--- src/rtl/evt2_link_pkg.sv ---
// Shared constants and types for the host-side EVT2-over-UART link.
package evt2_link_pkg;

  localparam logic [7:0] CMD_ECHO   = 8'hFF;
  localparam logic [7:0] CMD_STATUS = 8'hFE;
  localparam logic [7:0] CMD_CONFIG = 8'hFD;
  localparam logic [7:0] CMD_SRESET = 8'hFC;

  localparam logic [7:0] RESP_ECHO   = 8'h55;
  localparam logic [3:0] HDR_GESTURE = 4'hA;
  localparam logic [3:0] HDR_STATUS  = 4'hB;

  typedef enum logic [1:0] {
    CmdEcho   = 2'd0,
    CmdStatus = 2'd1,
    CmdConfig = 2'd2,
    CmdSreset = 2'd3
  } cmd_code_t;

  typedef enum logic [1:0] {
    StIdle,
    StSend,
    StWaitBusy,
    StGap
  } tx_state_t;

  typedef enum logic [1:0] {
    PIdle,
    PGconf,
    PCfg2
  } rx_state_t;

  function automatic logic [7:0] cmd_byte(cmd_code_t code);
    logic [7:0] b;
    unique case (code)
      CmdEcho:   b = CMD_ECHO;
      CmdStatus: b = CMD_STATUS;
      CmdConfig: b = CMD_CONFIG;
      default:   b = CMD_SRESET;
    endcase
    return b;
  endfunction

endpackage

--- src/rtl/evt2_resp_parser.sv ---
// Parses accelerator response bytes into typed pulses; tracks the outstanding
// command and its response timeout.
module evt2_resp_parser
  import evt2_link_pkg::*;
#(
  parameter int unsigned RESP_TIMEOUT = 2_000_000
) (
  input  logic       clk,
  input  logic       rst,
  input  logic [7:0] rx_data,
  input  logic       rx_valid,
  input  logic       cmd_accept,
  input  logic [1:0] cmd_accept_code,
  input  logic       sreset_sent,
  output logic       cmd_pending,
  output logic       gesture_valid,
  output logic [1:0] gesture,
  output logic [3:0] gesture_conf,
  output logic [3:0] evt_cnt_hi,
  output logic       echo_ok,
  output logic       status_valid,
  output logic [2:0] status_bits,
  output logic       config_valid,
  output logic [7:0] cfg_min_thresh,
  output logic [7:0] cfg_motion_thresh,
  output logic       resp_timeout,
  output logic       proto_err
);

  localparam int unsigned TmoW = $clog2(RESP_TIMEOUT + 1);

  rx_state_t       rx_state_q, rx_state_d;
  logic            pend_q, pend_d;
  cmd_code_t       pend_code_q, pend_code_d;
  logic [TmoW-1:0] tmo_cnt_q, tmo_cnt_d;
  logic            tmo_run, tmo_hit, pend_live;
  logic            dec_gesture, dec_echo, dec_status, dec_cfg1, dec_gconf, dec_cfg2, dec_err;

  logic [1:0] gesture_q, gesture_d;
  logic [3:0] conf_q, conf_d, cnt_hi_q, cnt_hi_d;
  logic [2:0] status_bits_q, status_bits_d;
  logic [7:0] cfg_min_q, cfg_min_d, cfg_motion_q, cfg_motion_d;
  logic       gesture_valid_q, echo_ok_q, status_valid_q, config_valid_q;
  logic       resp_timeout_q, proto_err_q;

  assign tmo_run   = pend_q && (rx_state_q == PIdle);
  assign tmo_hit   = tmo_run && (tmo_cnt_q == TmoW'(RESP_TIMEOUT - 1));
  assign pend_live = pend_q && !tmo_hit;

  always_ff @(posedge clk) begin
    if (rst) begin
      rx_state_q      <= PIdle;
      pend_q          <= 1'b0;
      pend_code_q     <= CmdEcho;
      tmo_cnt_q       <= '0;
      gesture_q       <= '0;
      conf_q          <= '0;
      cnt_hi_q        <= '0;
      status_bits_q   <= '0;
      cfg_min_q       <= '0;
      cfg_motion_q    <= '0;
      gesture_valid_q <= 1'b0;
      echo_ok_q       <= 1'b0;
      status_valid_q  <= 1'b0;
      config_valid_q  <= 1'b0;
      resp_timeout_q  <= 1'b0;
      proto_err_q     <= 1'b0;
    end else begin
      rx_state_q      <= rx_state_d;
      pend_q          <= pend_d;
      pend_code_q     <= pend_code_d;
      tmo_cnt_q       <= tmo_cnt_d;
      gesture_q       <= gesture_d;
      conf_q          <= conf_d;
      cnt_hi_q        <= cnt_hi_d;
      status_bits_q   <= status_bits_d;
      cfg_min_q       <= cfg_min_d;
      cfg_motion_q    <= cfg_motion_d;
      gesture_valid_q <= dec_gconf;
      echo_ok_q       <= dec_echo;
      status_valid_q  <= dec_status;
      config_valid_q  <= dec_cfg2;
      resp_timeout_q  <= tmo_hit;
      proto_err_q     <= dec_err;
    end
  end

  always_comb begin
    rx_state_d  = rx_state_q;
    pend_d      = pend_q;
    pend_code_d = pend_code_q;
    tmo_cnt_d   = (tmo_run && !tmo_hit) ? tmo_cnt_q + TmoW'(1) : '0;
    dec_gesture = 1'b0;
    dec_echo    = 1'b0;
    dec_status  = 1'b0;
    dec_cfg1    = 1'b0;
    dec_gconf   = 1'b0;
    dec_cfg2    = 1'b0;
    dec_err     = 1'b0;
    if (rx_valid) begin
      unique case (rx_state_q)
        PIdle: begin
          // Gesture headers win over config data, hence the 0xA0-0xA3 threshold hole.
          if (rx_data[7:2] == {HDR_GESTURE, 2'b00}) begin
            dec_gesture = 1'b1;
            rx_state_d  = PGconf;
          end else if (rx_data == RESP_ECHO && pend_live && pend_code_q == CmdEcho) begin
            dec_echo = 1'b1;
          end else if (rx_data[7:4] == HDR_STATUS && pend_live && pend_code_q == CmdStatus) begin
            dec_status = 1'b1;
          end else if (pend_live && pend_code_q == CmdConfig) begin
            dec_cfg1   = 1'b1;
            rx_state_d = PCfg2;
          end else begin
            dec_err = 1'b1;
          end
        end
        PGconf: begin
          dec_gconf  = 1'b1;
          rx_state_d = PIdle;
        end
        PCfg2: begin
          dec_cfg2   = 1'b1;
          rx_state_d = PIdle;
        end
        default: rx_state_d = PIdle;
      endcase
    end
    if (tmo_hit || dec_echo || dec_status || dec_cfg2 || sreset_sent) pend_d = 1'b0;
    if (cmd_accept && cmd_accept_code != CmdSreset) begin
      pend_d      = 1'b1;
      pend_code_d = cmd_code_t'(cmd_accept_code);
    end
  end

  always_comb begin
    gesture_d     = gesture_q;
    conf_d        = conf_q;
    cnt_hi_d      = cnt_hi_q;
    status_bits_d = status_bits_q;
    cfg_min_d     = cfg_min_q;
    cfg_motion_d  = cfg_motion_q;
    if (dec_gesture) gesture_d = rx_data[1:0];
    if (dec_gconf) begin
      conf_d   = rx_data[7:4];
      cnt_hi_d = rx_data[3:0];
    end
    if (dec_status) status_bits_d = rx_data[3:1];
    if (dec_cfg1) cfg_min_d = rx_data;
    if (dec_cfg2) cfg_motion_d = rx_data;
  end

  assign cmd_pending       = pend_q;
  assign gesture_valid     = gesture_valid_q;
  assign gesture           = gesture_q;
  assign gesture_conf      = conf_q;
  assign evt_cnt_hi        = cnt_hi_q;
  assign echo_ok           = echo_ok_q;
  assign status_valid      = status_valid_q;
  assign status_bits       = status_bits_q;
  assign config_valid      = config_valid_q;
  assign cfg_min_thresh    = cfg_min_q;
  assign cfg_motion_thresh = cfg_motion_q;
  assign resp_timeout      = resp_timeout_q;
  assign proto_err         = proto_err_q;

endmodule

--- src/rtl/evt2_uart_host_link.sv ---
// Host-side EVT2-over-UART link: serializes words and command bytes to uart_tx and
// decodes accelerator responses from uart_rx.
module evt2_uart_host_link
  import evt2_link_pkg::*;
#(
  parameter int unsigned WORD_GAP_CYCLES = 16,
  parameter int unsigned RESP_TIMEOUT    = 2_000_000
) (
  input  logic        clk,
  input  logic        rst,
  input  logic [31:0] evt_word,
  input  logic        evt_valid,
  output logic        evt_ready,
  input  logic        cmd_valid,
  output logic        cmd_ready,
  input  logic [1:0]  cmd_code,
  output logic [7:0]  tx_data,
  output logic        tx_valid,
  input  logic        tx_busy,
  input  logic [7:0]  rx_data,
  input  logic        rx_valid,
  output logic        gesture_valid,
  output logic [1:0]  gesture,
  output logic [3:0]  gesture_conf,
  output logic [3:0]  evt_cnt_hi,
  output logic        echo_ok,
  output logic        status_valid,
  output logic [2:0]  status_bits,
  output logic        config_valid,
  output logic [7:0]  cfg_min_thresh,
  output logic [7:0]  cfg_motion_thresh,
  output logic        resp_timeout,
  output logic        proto_err,
  output logic [7:0]  drop_count
);

  localparam int unsigned GapW = $clog2(WORD_GAP_CYCLES + 1);

  tx_state_t       tx_state_q, tx_state_d;
  logic [31:0]     shift_q, shift_d;
  logic [1:0]      bytes_left_q, bytes_left_d;
  logic            is_sreset_q, is_sreset_d;
  logic [GapW-1:0] gap_cnt_q, gap_cnt_d;
  logic [7:0]      drop_count_q;
  logic            cmd_pending, cmd_fire, evt_fire, word_alias, sreset_sent;

  // Words whose top byte falls in 0xFC-0xFF would be read as commands by the far end.
  assign word_alias  = evt_word[31:24] >= CMD_SRESET;
  assign cmd_fire    = cmd_valid && cmd_ready;
  assign evt_fire    = evt_valid && evt_ready;
  assign sreset_sent = tx_valid && is_sreset_q;
  assign drop_count  = drop_count_q;

  always_ff @(posedge clk) begin
    if (rst) begin
      tx_state_q   <= StIdle;
      shift_q      <= '0;
      bytes_left_q <= '0;
      is_sreset_q  <= 1'b0;
      gap_cnt_q    <= '0;
      drop_count_q <= '0;
    end else begin
      tx_state_q   <= tx_state_d;
      shift_q      <= shift_d;
      bytes_left_q <= bytes_left_d;
      is_sreset_q  <= is_sreset_d;
      gap_cnt_q    <= gap_cnt_d;
      if (evt_fire && word_alias && drop_count_q != 8'hFF) drop_count_q <= drop_count_q + 8'd1;
    end
  end

  always_comb begin
    tx_state_d   = tx_state_q;
    shift_d      = shift_q;
    bytes_left_d = bytes_left_q;
    is_sreset_d  = is_sreset_q;
    gap_cnt_d    = gap_cnt_q;
    unique case (tx_state_q)
      StIdle: begin
        if (cmd_fire) begin
          shift_d      = {cmd_byte(cmd_code_t'(cmd_code)), 24'h000000};
          bytes_left_d = 2'd0;
          is_sreset_d  = (cmd_code == CmdSreset);
          tx_state_d   = StSend;
        end else if (evt_fire && !word_alias) begin
          shift_d      = evt_word;
          bytes_left_d = 2'd3;
          is_sreset_d  = 1'b0;
          tx_state_d   = StSend;
        end
      end
      StSend: begin
        if (!tx_busy) tx_state_d = StWaitBusy;
      end
      StWaitBusy: begin
        // Waiting for busy to rise keeps a single tx_valid per byte.
        if (tx_busy) begin
          if (bytes_left_q != 2'd0) begin
            shift_d      = {shift_q[23:0], 8'h00};
            bytes_left_d = bytes_left_q - 2'd1;
            tx_state_d   = StSend;
          end else begin
            gap_cnt_d  = '0;
            tx_state_d = StGap;
          end
        end
      end
      StGap: begin
        if (gap_cnt_q == GapW'(WORD_GAP_CYCLES - 1)) tx_state_d = StIdle;
        else gap_cnt_d = gap_cnt_q + GapW'(1);
      end
      default: tx_state_d = StIdle;
    endcase
  end

  always_comb begin
    cmd_ready = !rst && (tx_state_q == StIdle) && !cmd_pending;
    evt_ready = !rst && (tx_state_q == StIdle) && !(cmd_valid && cmd_ready);
    tx_valid  = !rst && (tx_state_q == StSend) && !tx_busy;
    tx_data   = tx_valid ? shift_q[31:24] : 8'h00;
  end

  evt2_resp_parser #(
    .RESP_TIMEOUT(RESP_TIMEOUT)
  ) u_parser (
    .clk              (clk),
    .rst              (rst),
    .rx_data          (rx_data),
    .rx_valid         (rx_valid),
    .cmd_accept       (cmd_fire),
    .cmd_accept_code  (cmd_code),
    .sreset_sent      (sreset_sent),
    .cmd_pending      (cmd_pending),
    .gesture_valid    (gesture_valid),
    .gesture          (gesture),
    .gesture_conf     (gesture_conf),
    .evt_cnt_hi       (evt_cnt_hi),
    .echo_ok          (echo_ok),
    .status_valid     (status_valid),
    .status_bits      (status_bits),
    .config_valid     (config_valid),
    .cfg_min_thresh   (cfg_min_thresh),
    .cfg_motion_thresh(cfg_motion_thresh),
    .resp_timeout     (resp_timeout),
    .proto_err        (proto_err)
  );

endmodule

--- config.mk ---
export PLATFORM = sky130hd
export DESIGN_NAME = evt2_uart_host_link
export DESIGN_NICKNAME = d
export VERILOG_FILES = /design/src/rtl/evt2_link_pkg.sv /design/src/rtl/evt2_resp_parser.sv /design/src/rtl/evt2_uart_host_link.sv
export SDC_FILE = /design/constraint.sdc
export NUM_CORES = 1
export LEC_CHECK = 0
export CAP_MARGIN = 25
export CORE_MARGIN = 5
export CORE_UTILIZATION = 55
export DETAILED_ROUTE_END_ITERATION = 12
export PLACE_DENSITY = 0.85
export SYNTH_ARGS = -nofsm -noshare
export SYNTH_HDL_FRONTEND = slang
export SYNTH_SLANG_ARGS = --single-unit
--- constraint.sdc ---
create_clock -name clk -period 4.2 [get_ports clk]
set_input_delay 0.84 -clock clk [delete_from_list [all_inputs] [get_ports clk]]
set_output_delay 0.84 -clock clk [all_outputs]
set_load 0.03 [all_outputs]
# --- Yosys cells after proc, flatten, opt, wreduce, memory -nomap -nowiden ---
# Index checks and enable logic that the tools add are counted.
op_classes:
  order_cmp: 1
  n_eq_ne: 27
  reduce_logical: 47
  n_addsub: 4
  muxes: 55
  n_bitwise: 3
op_table:
  columns: ["cell", "count"]
  rows:
  - ["two-way mux 32 bit", 4]
  - ["case mux 32 bit (2 select lines)", 1]
  - ["two-way mux 2 bit", 15]
  - ["two-way mux 1 bit", 27]
  - ["adder 21 x 1 -> 21 bit (second input constant)", 1]
  - ["equality test 21 bit (second input constant)", 1]
  - ["logical AND 1 bit", 21]
  - ["AND reduction 4 bit", 4]
  - ["two-way mux 5 bit", 3]
  - ["inequality test 2 bit (second input constant)", 7]
  - ["equality test 2 bit (second input constant)", 6]
  - ["case mux 5 bit (2 select lines)", 1]
  - ["nonzero test 2 bit", 5]
  - ["inequality test 3 bit (second input constant)", 3]
  - ["adder 8 x 1 -> 8 bit (second input constant)", 1]
  - ["equality test 2 x 1 -> 1 bit (second input constant)", 4]
  - ["equality test 8 x 7 -> 1 bit (second input constant)", 1]
  - ["greater-or-equal comparator 8 bit (second input constant)", 1]
  - ["zero test 2 bit", 4]
  - ["two-way mux 8 bit", 1]
  - ["inequality test 8 bit (second input constant)", 1]
  - ["case mux 2 bit (4 select lines)", 1]
  - ["equality test 6 bit (second input constant)", 1]
  - ["zero test 1 bit", 6]
  - ["12 further kinds", 17]
word_totals:
  regBits: 111
  inputBits: 48

# --- Longest topological paths before layout ---
# Gate-level depths: netlist of run 1.
logic_depth:
  depth_word: 17
  mapped_depth: 9
  ltp_nobuf: 8

# --- Cells and area by module ---
# A second synthesis of run 1 with hierarchy kept.
unflattened:
  hier_cells: 595
  hier_area_um2: 5298.8
modules_own_cells:
  columns: ["module", "area_per_inst_um2", "seq_area_each_um2", "cells_per_inst", "n_inst"]
  rows:
  - ["evt2_uart_host_link", 2711.4, 1001.0, 320, 1]
  - ["evt2_resp_parser", 2587.5, 1221.2, 275, 1]

# --- Worst setup path before layout of run 1 ---
# Ideal clock, no wire load.
synth_timing:
  path_type: "input-to-output"
  start: "input port tx_busy"
  end: "output port tx_data[0]"
  path_slack_ns: 1.315
  required_ns: 3.360
  arrival_time_ns: 2.045
  path_buffers: 1
  stages: 4
  path_cell_list: "nor3b_1 nor2b_1 clkbuf_1 and2_1"
synth_via:
  elab_chain_len: 3
synth_rtl:
  columns: ["item", "line", "rtl"]
  rows:
  - ["start, declared", "evt2_uart_host_link.sv:19", "input logic tx_busy,"]
  - ["zero test 1 bit", "evt2_uart_host_link.sv:119", "tx_valid = !rst && (tx_state_q == StSend) && !tx_busy;"]
  - ["logical AND 1 bit", "evt2_uart_host_link.sv:119", null]
  - ["net tx_valid", "evt2_uart_host_link.sv:18", "output logic tx_valid,"]
  - ["two-way mux 8 bit", "evt2_uart_host_link.sv:120", "tx_data = tx_valid ? shift_q[31:24] : 8'h00;"]
  - ["end, declared", "evt2_uart_host_link.sv:17", "output logic [7:0] tx_data,"]
# The timed path passes the listed nets, and every way through them passes these cells.

# --- Final worst setup path of run 1 ---
layout_timing:
  start: "input port tx_busy"
  end: "output port tx_data[1]"
layout_via:
  elab_chain_len: 3
layout_rtl:
  columns: ["item", "line"]
  rows:
  - ["zero test 1 bit", "evt2_uart_host_link.sv:119"]
  - ["logical AND 1 bit", "evt2_uart_host_link.sv:119"]
  - ["two-way mux 8 bit", "evt2_uart_host_link.sv:120"]
# Every way passes these cells.

==> results.json, run 1 <==
{
  "clk_pin_slew_ns": 0.10,
  "ys_ff_latch": 111,
  "rsz0062_at_grt": "no",
  "grt_pass1_wl_um": 20500,
  "io_pins": 102,
  "overflow": 0,
  "cp.required_ns": 3.36,
  "fin_tns_setup_ns": 0,
  "gp_congestion": 0.823,
  "path_class": "in2out",
  "seq_power_share_pct": 53.2,
  "io_buffer_count": 101,
  "place_hpwl_um": 8580,
  "num-fill-cells": 661,
  "leakage_nw": 2.26,
  "synth_edf_count": 0,
  "pwr-share-clk_pct": 26.9,
  "hold_viol_final": 0,
  "setup_viol": 0,
  "netlist_instances": 535,
  "drt_iter0_drc": 247,
  "p_per_area_nw_per_um2": 362,
  "drt-pass1-iter-count": 4,
  "die_h_um": 105,
  "clock-sinks": 111,
  "slew_violations": 0,
  "intPower_mw": 1.56,
  "yosysSeqAreaShare_pct": 44.9,
  "root_buffer": "clkbuf_8",
  "fin_util_pct": 70.5,
  "hold_buffers": 0,
  "die_area_sq_um": 11000,
  "cp_max_fo": 10,
  "avgSynthCellArea_sq_um": 9.25,
  "max-vdd-ir-drop_mv": 0.238,
  "cts_tree": "yes",
  "synth_top_cells_by_area": "dfxtp_1, nor2_1, mux2i_1",
  "post_cts_buffers": 0,
  "switching_share_pct": 30.1,
  "coreArea_sq_um": 8760,
  "place_ws_ns": 0.221,
  "antenna_found_initial": 0,
  "arrival_ns": 3.13,
  "synth_top_area_share_pct": 44.9,
  "finalPower_mw": 2.23,
  "antennaDiodeCount": 0,
  "async_flop_share_pct": 0,
  "syn2layout_area_growth_pct": 24.7,
  "syn_area_sq_um": 4950,
  "wirelength_um": 12100,
  "numCtsBuffers": 9,
  "setup_ws_ns": 0.232,
  "yosysTopAreaCell": "dfxtp_1",
  "wire_per_inst_um": 16.5,
  "period_minus_slack_ns": 3.97,
  "fp-row-count": 34,
  "slew_headroom_pct": 43.6,
  "synth.distinct_cells": 53,
  "status": "completed",
  "grt_max_degree": 58,
  "vias_per_cell": 5.71,
  "layout-drive-gt1-share_pct": 7.19,
  "finalCritPeriodShare_pct": 94.5,
  "cap_violations": 0,
  "crit_path_start_kind": "input port",
  "fmax_mhz": 252,
  "vias": 4193,
  "synth_warnings": 0,
  "drc": 0,
  "die_x_um": 105,
  "nets": 675,
  "first_global_vias": 4240,
  "htreeDepth": 3,
  "worst_clock_skew_ns": 0.00995,
  "ys.flop_type": "dfxtp_1",
  "cts_resized": 0,
  "worstSetupEndpointType": "output port",
  "p_switching_uw": 673,
  "tightestPinTransition_ns": 0.838,
  "clk_latency_ns": 0.37,
  "final_antenna_net_count": 0,
  "syn-num-nets": 588,
  "start_util_pct": 56.5,
  "track_usage_pct": 22.2,
  "clk_path_buf_depth": 2,
  "hold_class": "reg2reg",
  "combPwrFrac_pct": 19.9
}
## area by class of cell
class	instances	area [sq um]	area share (%)
flip-flops and latches	111	2220	36.0
clock inverters	5	42.5	0.689
multi-input cells	388	2560	41.4
repair buffers	106	1060	17.1
inverters	6	22.5	0.365
clock buffers	10	138	2.23
well taps	108	135	2.19
## synthesized netlist by cell type (9+ instances only)
library cell    n
dfxtp_1       111
nor2_1         97
mux2i_1        31
nand2b_1       29
nand2_1        25
xor2_1         22
a22oi_1        18
clkbuf_1       18
nand3_1        18
a21oi_1        16
nand4_1        12
a211oi_1       11
and2_1         11
nor3_1         10
nor3b_1         9
## critical path, stage by stage
cell and delay, ns:
clkdlybuf4s50_1 0.49, nor3b_1 0.32, nor2b_1 0.54, and2_1 0.23
clkdlybuf4s50_1 0.69
## path summary, 6_finish.rpt
check                                      startpoint                     to  slack (ns)  cells past startpoint
worst max-delay path                          tx_busy             tx_data[1]        0.23                      5
worst min register to register  u_parser.tmo_cnt_q[0]  u_parser.tmo_cnt_q[0]        0.47                      1
worst max register to register          tx_state_q[0]            shift_q[13]        1.55                      6
worst min-delay path            u_parser.tmo_cnt_q[0]  u_parser.tmo_cnt_q[0]        0.47                      1
## per-stage QoR
step	instance area [sq um]	hold WS, ns	std cells
final	6170	0.471	734
after global routing	6170	0.507	734
after CTS	6170	0.477	734
after detailed placement	5990	0.454	719
after global placement	5990	0.439	719
after floorplan	4950	0.430	535
## layout by cell type (no fill, tap or decap), drive strengths merged, types with 2 or more instances in the layout
master | synthesis | layout
mux2i | 31 | 31
a22oi | 18 | 18
or4 | 2 | 2
clkinv | 0 | 2
nor2b | 3 | 3
a2111oi | 2 | 2
nor4 | 3 | 3
nand3 | 18 | 18
nand4 | 12 | 12
ha | 5 | 5
nand2 | 25 | 25
clkbuf | 18 | 10
inv | 6 | 8
xnor2 | 6 | 6
or4b | 2 | 2
a21o | 3 | 3
and2 | 11 | 11
a31o | 8 | 8
nor4bb | 2 | 2
a311oi | 2 | 2
nand2b | 29 | 29
and3 | 5 | 5
nor3 | 10 | 10
buf | 12 | 6
a31oi | 2 | 2
dfxtp | 111 | 111
o221ai | 6 | 6
xor2 | 22 | 22
a221oi | 2 | 2
nand3b | 4 | 4
nor2 | 97 | 97
a211oi | 18 | 18
and4 | 4 | 4
clkdlybuf4s50 | 0 | 100
nor3b | 9 | 9
a21oi | 17 | 17
## power by group through the flow
stage                     sequential (mW)  clock (mW)  combinational (mW)
after floorplan                      1.19           0               0.330
after global placement               1.21           0               0.425
after detailed placement             1.21           0               0.444
after CTS                            1.19       0.614               0.446
after global routing                 1.20       0.655               0.492
final                                1.19       0.601               0.445
## cell families after synthesis
| group | Yosys count | share of synthesized area, % |
|---|---|---|
| multiplexers | 31 | 6.27 |
| flip-flops | 111 | 44.9 |
| AO/OA/AOI/OAI | 83 | 14.0 |
| XOR/XNOR | 28 | 4.95 |
| adder cells (fa/ha/maj) | 5 | 1.26 |
| AND/OR/NAND/NOR | 241 | 25.3 |
| buffers and inverters | 36 | 3.41 |
## registers in the layout, summed over array words and instances (netlist names), 2 cells and up
signal and flops:
shift_q 32, u_parser.tmo_cnt_q 21, drop_count 8, u_parser.cfg_min_thresh 8, u_parser.cfg_motion_thresh 8, gap_cnt_q 5
u_parser.evt_cnt_hi 4, u_parser.gesture_conf 4, u_parser.status_bits 3, bytes_left_q 2, tx_state_q 2, u_parser.gesture 2
u_parser.pend_code_q 2, u_parser.rx_state_q 2
## metal layers
metal / GRT usage [%] / vias to the layer above / wire, um
met1: 28.1 / 1993 / 5250
met4: 6.39 / 0 / 172
met3: 7.27 / 15 / 870
li1: - / 2060 / -
met2: 36.1 / 125 / 5810
met5: 0 / - / 0
(Power assumes the default switching activity.)
==> run 2: changes to the inputs <==
- CELL_PAD_IN_SITES_DETAIL_PLACEMENT: not set -> 2
- CELL_PAD_IN_SITES_GLOBAL_PLACEMENT: not set -> 2
- CORE_UTILIZATION: 55 -> 33
- PLACE_DENSITY: 0.85 -> not set
- PLACE_DENSITY_LB_ADDON: not set -> 0.1
==> results.json, run 2 (synthesis results as in run 1) <==
{
  "wirelength_um": 15100,
  "die_x_um": 132,
  "path_class": "in2out",
  "hold_viol_final": 0,
  "numCtsBuffers": 9,
  "setup_viol": 0,
  "wl_met3_um": 876,
  "place_hpwl_um": 10900,
  "path_delay_family": "buffers and inverters",
  "clk_latency_ns": 0.35,
  "setup_ws_ns": 0.446,
  "largest_register": "shift_q",
  "status": "completed",
  "wl_met2_um": 7310,
  "slew_violations": 0,
  "final_antenna_net_count": 0,
  "die_h_um": 132,
  "fin_tns_setup_ns": 0,
  "grt_pass1_wl_um": 25300,
  "first_global_vias": 4752,
  "p_per_area_nw_per_um2": 394,
  "worst_clock_skew_ns": 0.00535,
  "reg_top3": "shift_q x32, u_parser.tmo_cnt_q x21",
  "drc": 0,
  "wire_per_inst_um": 18.7,
  "syn2layout_area_growth_pct": 28.8,
  "cap_violations": 0,
  "io_buffer_count": 101,
  "root_buffer": "clkbuf_16",
  "clk_pin_slew_ns": 0.07,
  "hp-start": "u_parser.tmo_cnt_q[0]",
  "cp_cell_sequence": "clkdlybuf4s50_1, nor3b_1, nor2b_1, buf_4, and2_1, clkdlybuf4s50_1",
  "finalCritPeriodShare_pct": 89.4,
  "die_area_sq_um": 17500,
  "tightestPinTransition_ns": 1.03,
  "arrival_ns": 2.91,
  "final_cells": 809,
  "layout-drive-gt1-share_pct": 6.72,
  "leakage_nw": 2.31,
  "rr_startpoint": "tx_state_q[0]",
  "final_cell_mix": "dfxtp_1, clkdlybuf4s50_1, nor2_1",
  "worstSetupEndpointType": "output port",
  "period_minus_slack_ns": 3.75,
  "cp_max_fo": 10,
  "clk_path_buf_depth": 2,
  "vias_per_cell": 5.27,
  "cp_slowest_stage_delay_ns": 0.70,
  "drt_iter0_drc": 273,
  "gp_congestion": 0.781,
  "crit_top_cell": "clkdlybuf4s50_1",
  "place_ws_ns": 0.473,
  "max-vdd-ir-drop_mv": 0.177,
  "cts_resized": 0,
  "nets": 674,
  "dpl.cell_count": 794,
  "hold_buffers": 0,
  "fmax_mhz": 266,
  "clock-sinks": 111,
  "cts_tree": "yes",
  "drt-pass1-iter-count": 4,
  "highest_layer": "met4",
  "fin_util_pct": 43.5,
  "coreArea_sq_um": 14600,
  "vias": 4261,
  "crit_path_start": "tx_busy",
  "post_cts_buffers": 0,
  "finalPower_mw": 2.51,
  "crit_path_start_kind": "input port",
  "rsz0062_at_grt": "no",
  "slew_headroom_pct": 30.8,
  "io_pins": 102,
  "fp-row-count": 44,
  "critPathBufInv": 3,
  "grt_max_degree": 68,
  "antenna_found_initial": 0,
  "crit_slowest_cell": "clkdlybuf4s50_1",
  "hold_class": "reg2reg",
  "layout_commonest_cell": "dfxtp_1",
  "track_usage_pct": 17.6,
  "antennaDiodeCount": 0,
  "overflow": 0,
  "htreeDepth": 3,
  "start_util_pct": 33.8,
  "largest_reg_flops": 32,
  "cp.required_ns": 3.36,
  "drt-met1-wl_um": 6790
}
-- run 2: metrics by stage --
stage,cell area [sq um],hold slack [ns]
final,6370,0.469
after global routing,6370,0.491
after CTS,6370,0.471
after detailed placement,6080,0.455
after global placement,6080,0.444
after floorplan,4950,0.430
-- run 2: final cells by class --
| cell class | count | area (sq um) |
|---|---|---|
| multi-input combinational | 388 | 2560 |
| sequential | 111 | 2220 |
| clock buffer | 12 | 246 |
| fill | 1588 | 8270 |
| timing repair buffer | 105 | 1050 |
| tap | 184 | 230 |
| inverter | 6 | 22.5 |
| clock inverter | 3 | 43.8 |
-- run 2: final timing paths --
check	slack (ns)	to	cells past startpoint
setup / recovery	0.45	tx_data[1]	6
hold / removal	0.47	u_parser.tmo_cnt_q[0]	1
setup reg to reg	1.79	shift_q[3]	6
hold reg to reg	0.47	u_parser.tmo_cnt_q[0]	1
-- run 2: layer usage --
metal	global-route usage, %	vias up
met1	22.0	2109
met5	0	-
met3	5.47	10
li1	-	2062
met4	3.98	0
met2	29.8	80
-- run 2: power by group --
part	switching [mW]	internal (mW)	leakage, nW	total, mW
clock	0.389	0.477	0.143	0.866
combinational	0.263	0.194	1.27	0.457
sequential	0.0606	1.13	0.900	1.19
total	0.713	1.80	2.31	2.51
